===== src/rtl/cc_down_counter.sv =====
`default_nettype none
// +---------------------------------------------------------------------------+
// | cc_down_counter: loadable down-counter with Moore busy/done flags.        |
// | Optional: CC_DOWNCOUNTER_AUTORELOAD_EN restarts from the last load value.  |
// | Revision: 1.0                                                             |
// +---------------------------------------------------------------------------+
module cc_down_counter #(
  parameter int DOWNCOUNTER_DATAWIDTH = 3
) (
  input  logic                             CC_DOWNCOUNTER_CLOCK_50,
  input  logic                             CC_DOWNCOUNTER_RESET_InLow,
  input  logic                             CC_DOWNCOUNTER_load_InHigh,
  input  logic [DOWNCOUNTER_DATAWIDTH-1:0] CC_DOWNCOUNTER_data_InBUS,
  input  logic                             CC_DOWNCOUNTER_tick_InHigh,
  input  logic                             CC_DOWNCOUNTER_pause_InHigh,
  output logic [DOWNCOUNTER_DATAWIDTH-1:0] CC_DOWNCOUNTER_data_OutBUS,
  output logic                             CC_DOWNCOUNTER_busy_OutHigh,
  output logic                             CC_DOWNCOUNTER_done_OutHigh
);

  localparam logic [DOWNCOUNTER_DATAWIDTH-1:0] C_ZERO = '0;
  localparam logic [DOWNCOUNTER_DATAWIDTH-1:0] C_ONE  = {{(DOWNCOUNTER_DATAWIDTH-1){1'b0}}, 1'b1};

  typedef enum logic [1:0] {
    S_IDLE = 2'd0,
    S_RUN  = 2'd1,
    S_DONE = 2'd2
  } state_t;

  state_t                           state_q, state_d;
  logic [DOWNCOUNTER_DATAWIDTH-1:0] count_q, count_d;

`ifdef CC_DOWNCOUNTER_AUTORELOAD_EN
  logic [DOWNCOUNTER_DATAWIDTH-1:0] reload_q, reload_d;

  always_ff @(posedge CC_DOWNCOUNTER_CLOCK_50 or negedge CC_DOWNCOUNTER_RESET_InLow) begin
    if (!CC_DOWNCOUNTER_RESET_InLow) begin
      reload_q <= C_ZERO;
    end else begin
      reload_q <= reload_d;
    end
  end

  always_comb begin
    reload_d = reload_q;
    if (CC_DOWNCOUNTER_load_InHigh) begin
      reload_d = CC_DOWNCOUNTER_data_InBUS;
    end
  end
`endif

  always_ff @(posedge CC_DOWNCOUNTER_CLOCK_50 or negedge CC_DOWNCOUNTER_RESET_InLow) begin
    if (!CC_DOWNCOUNTER_RESET_InLow) begin
      state_q <= S_IDLE;
      count_q <= C_ZERO;
    end else begin
      state_q <= state_d;
      count_q <= count_d;
    end
  end

  always_comb begin
    state_d = state_q;
    count_d = count_q;
    if (CC_DOWNCOUNTER_load_InHigh) begin
      // Load beats everything, including the final tick and a pending DONE.
      count_d = CC_DOWNCOUNTER_data_InBUS;
      state_d = (CC_DOWNCOUNTER_data_InBUS != C_ZERO) ? S_RUN : S_IDLE;
    end else begin
      case (state_q)
        S_IDLE: begin
          state_d = S_IDLE;
        end
        S_RUN: begin
          if (CC_DOWNCOUNTER_tick_InHigh && !CC_DOWNCOUNTER_pause_InHigh) begin
            if (count_q > C_ONE) begin
              count_d = count_q - C_ONE;
            end else begin
              count_d = C_ZERO;
              state_d = S_DONE;
            end
          end
        end
        S_DONE: begin
`ifdef CC_DOWNCOUNTER_AUTORELOAD_EN
          if (reload_q != C_ZERO) begin
            count_d = reload_q;
            state_d = S_RUN;
          end else begin
            count_d = C_ZERO;
            state_d = S_IDLE;
          end
`else
          count_d = C_ZERO;
          state_d = S_IDLE;
`endif
        end
        default: begin
          count_d = C_ZERO;
          state_d = S_IDLE;
        end
      endcase
    end
  end

  assign CC_DOWNCOUNTER_data_OutBUS  = count_q;
  assign CC_DOWNCOUNTER_busy_OutHigh = (state_q == S_RUN);
  assign CC_DOWNCOUNTER_done_OutHigh = (state_q == S_DONE);

endmodule
`default_nettype wire


===== config.mk =====
export PLATFORM = sky130hd
export DESIGN_NAME = cc_down_counter
export DESIGN_NICKNAME = d
export VERILOG_FILES = /design/src/rtl/cc_down_counter.sv
export SDC_FILE = /design/constraint.sdc
export NUM_CORES = 1
export LEC_CHECK = 0
export CORE_AREA = 2 2 39 41
export CTS_BUF_LIST = sky130_fd_sc_hd__clkbuf_4
export CTS_CLUSTER_SIZE = 14
export DETAILED_ROUTE_END_ITERATION = 6
export DIE_AREA = 0 0 41 43
export DONT_BUFFER_PORTS = 1
export GPL_TIMING_DRIVEN = 0
export SLEW_MARGIN = 20
export SYNTH_ARGS = -nofsm -noshare
export SYNTH_HDL_FRONTEND = slang
export SYNTH_SLANG_ARGS = --single-unit

===== constraint.sdc =====
create_clock -name CC_DOWNCOUNTER_CLOCK_50 -period 3.07 [get_ports CC_DOWNCOUNTER_CLOCK_50]
set_input_delay 0.307 -clock CC_DOWNCOUNTER_CLOCK_50 [delete_from_list [all_inputs] [get_ports CC_DOWNCOUNTER_CLOCK_50]]
set_output_delay 0.307 -clock CC_DOWNCOUNTER_CLOCK_50 [all_outputs]
set_load 0.1 [all_outputs]

==> impl_metrics.ini <==
[timing]
min_period_ps = 2060
final_hold_viol_count = 0
whs_ps = 207
fmax_mhz = 486
report.final.setup_viol = 0
rsz0062_at_grt = no
setup_tns_ps = 0
finalCritPeriodShare = 0.671
tightest_slew_ps = 1090
skew_ps = 0.574
drv_slew = 0
max_slew_margin = 0.270

[synth]
syn_nets = 44
synth_top_family_by_area = simple AND/OR/NAND/NOR gates
synth_area_leaders = dfrtp_1 (36%), ha_1 (7.2%), nor4b_4 (6.8%)
yosys.area.top_type = dfrtp_1
synth.lib_cells_used.distinct = 21
synth.top_cell.area_share = 0.360
synthMuxAreaShare = 0
synth_edf_count = 0
ys.flop_type = dfrtp_1
synth_top_cells_by_count = dfrtp_1 (5), inv_1 (3), nand2_1 (3)
ys_warn_count = 0
synth_fa_ha_area_frac = 0.0719
yosysSeqAreaShare = 0.360
synth_xor_area_frac = 0
synth.most_common_cell = dfrtp_1
synth_area_um2 = 348
synth-compound-area-share = 0.209
synthCells = 34
synth-seq-cells = 5
async_reset_ff_frac = 1.00
syn_avg_cell_area_um2 = 10.2
synthSimpleGateAreaFrac = 0.327

[cts]
clock_latency_ps = 240
clock-root-buffer = clkbuf_4
ctsResizeCount = 0
clockBufferDepth = 2
cts_setup_buffers = 0
numClockSinks = 5
cts_made_buffers = 3
clkTransAtPathRegs_ps = 40
ctsHtreeMaxLevel = 1
cts_tree = done

[detailed_routing]
drtPass1Iterations = 2
wl_um = 799
drt_iter0_markers = 8
ant_nets = 0
drc = 0
vias = 289
wire_per_inst_um = 14.5
via_per_inst = 5.25

[placed_design]
gp_congestion = 0.727
dpl.hpwl_um = 619
io_buffers = 0

[die]
core.rowCount = 14
die_h_um = 43
io_pins = 13
coreArea_um2 = 1380
dieArea_um2 = 1760
fp.dieW_um = 41
start_util = 0.251

[power]
leakagePower_nw = 0.175
irDropWorstVdd_mv = 0.282
total_power_uw = 274
power.density_nw_per_um2 = 662

[global_route]
grt_max_degree = 10
grt_pass1_wl_um = 1320
first_global_vias = 304
grt_usage = 0.116
grt-ovfl-total = 0
antenna_found_initial = 0

[final_layout]
antenna_cells = 0
fill_cells = 149
syn2layout_area_growth_pct = 18.7
drive_above_1_share = 0.231
nNetsFinal = 50

[hold_path]
hp-class = input port to flip-flop

[outcome]
run_status = finished clean

[critical_path]
cp.arrival_ps = 2210
endpoint_kind = flip-flop
path_class = flip-flop to flip-flop
worst_setup_path_start_kind = flip-flop
path_max_fanout = 4
critical_path_required_ps = 3220

[flow_run]
max_cap_viol_count = 0
placed cells by master (no fill, tap or decap):
master,Yosys,routed
clkbuf_4,0,4
a31oi_1,2,2
nand4b_1,1,1
inv_1,3,3
nand2_1,3,3
nand4_1,1,1
and3b_1,1,1
dlygate4sd3_1,0,1
nor2_4,1,1
and3_1,1,1
dfrtp_1,5,5
and2_1,1,1
nor4_1,2,2
nor4b_4,1,1
o21ba_4,1,1
nand2b_1,1,1
o2111ai_1,2,2
o21ai_0,1,1
a32oi_1,1,1
nor2b_2,0,2
o31ai_1,1,1
o21ai_1,1,1
ha_1,2,2
report_power, final:
part           internal, mW  total (mW)  switching, mW  leakage (nW)
clock                0.0578      0.0833         0.0254        0.0184
sequential           0.0725       0.131         0.0585        0.0609
combinational        0.0245      0.0592         0.0348        0.0960
critical path: stages, from the launching register on:
cell       delay, ps
dfrtp_1          990
inv_1            150
ha_1             230
o21ba_4          260
o2111ai_1        130
a31oi_1          220
cell type report:
class	count	area [µm²]	share of cell area
well taps	16	20.0	0.0485
multi-input cells	26	216	0.524
repair buffers	1	10.0	0.0242
clock buffers	4	30.0	0.0727
flip-flops and latches	5	125	0.303
inverters	3	11.3	0.0273
cell families (layout without fill, tap and decap cells):
group | count (synthesis) | after routing
flip-flops | 5 | 5
AO/OA/AOI/OAI | 9 | 9
buffers and inverters | 3 | 8
AND/OR/NAND/NOR | 15 | 15
adder cells (fa/ha/maj) | 2 | 2
what timing repair did:
item | CTS | global route
endpoints found under the setup margin | 0 | 0
hold buffers | 1 | 0
endpoints found under the hold margin | 5 | 0
registers in the layout (all words and copies together), names as in the netlist:
name	count
state_q	2
CC_DOWNCOUNTER_data_OutBUS	3
through the flow:
step                cell area [µm²]  setup WS, ps  utilization  instances
detailed placement              373          1020        0.269         50
finish                          413          1010        0.298         55
global route                    413           921        0.298         55
floorplan                       348           971            -         34
CTS                             413          1020        0.298         55
global placement                368           893        0.266         50
routing by layer:
layer | vias up | wire (µm) | global-route usage
li1 | 141 | - | -
met1 | 137 | 313 | 0.131
met2 | 11 | 404 | 0.159
met3 | 0 | 81 | 0.0942
met4 | 0 | 0 | 0.0400
met5 | - | 0 | 0
final timing paths:
path	start	endpoint	slack [ps]	depth (start not counted)
worst max register to register	CC_DOWNCOUNTER_data_OutBUS[1]	CC_DOWNCOUNTER_data_OutBUS[0]	1010	5
worst max-delay path	CC_DOWNCOUNTER_data_OutBUS[1]	CC_DOWNCOUNTER_data_OutBUS[0]	1010	5
max in group asynchronous	CC_DOWNCOUNTER_RESET_InLow	CC_DOWNCOUNTER_data_OutBUS[1]	2540	1
worst min register to register	state_q[0]	state_q[0]	670	2
worst min-delay path	CC_DOWNCOUNTER_data_InBUS[2]	state_q[0]	210	2
min in group asynchronous	CC_DOWNCOUNTER_RESET_InLow	CC_DOWNCOUNTER_data_OutBUS[2]	350	1
No activity file was read; power rests on OpenSTA's default activity.
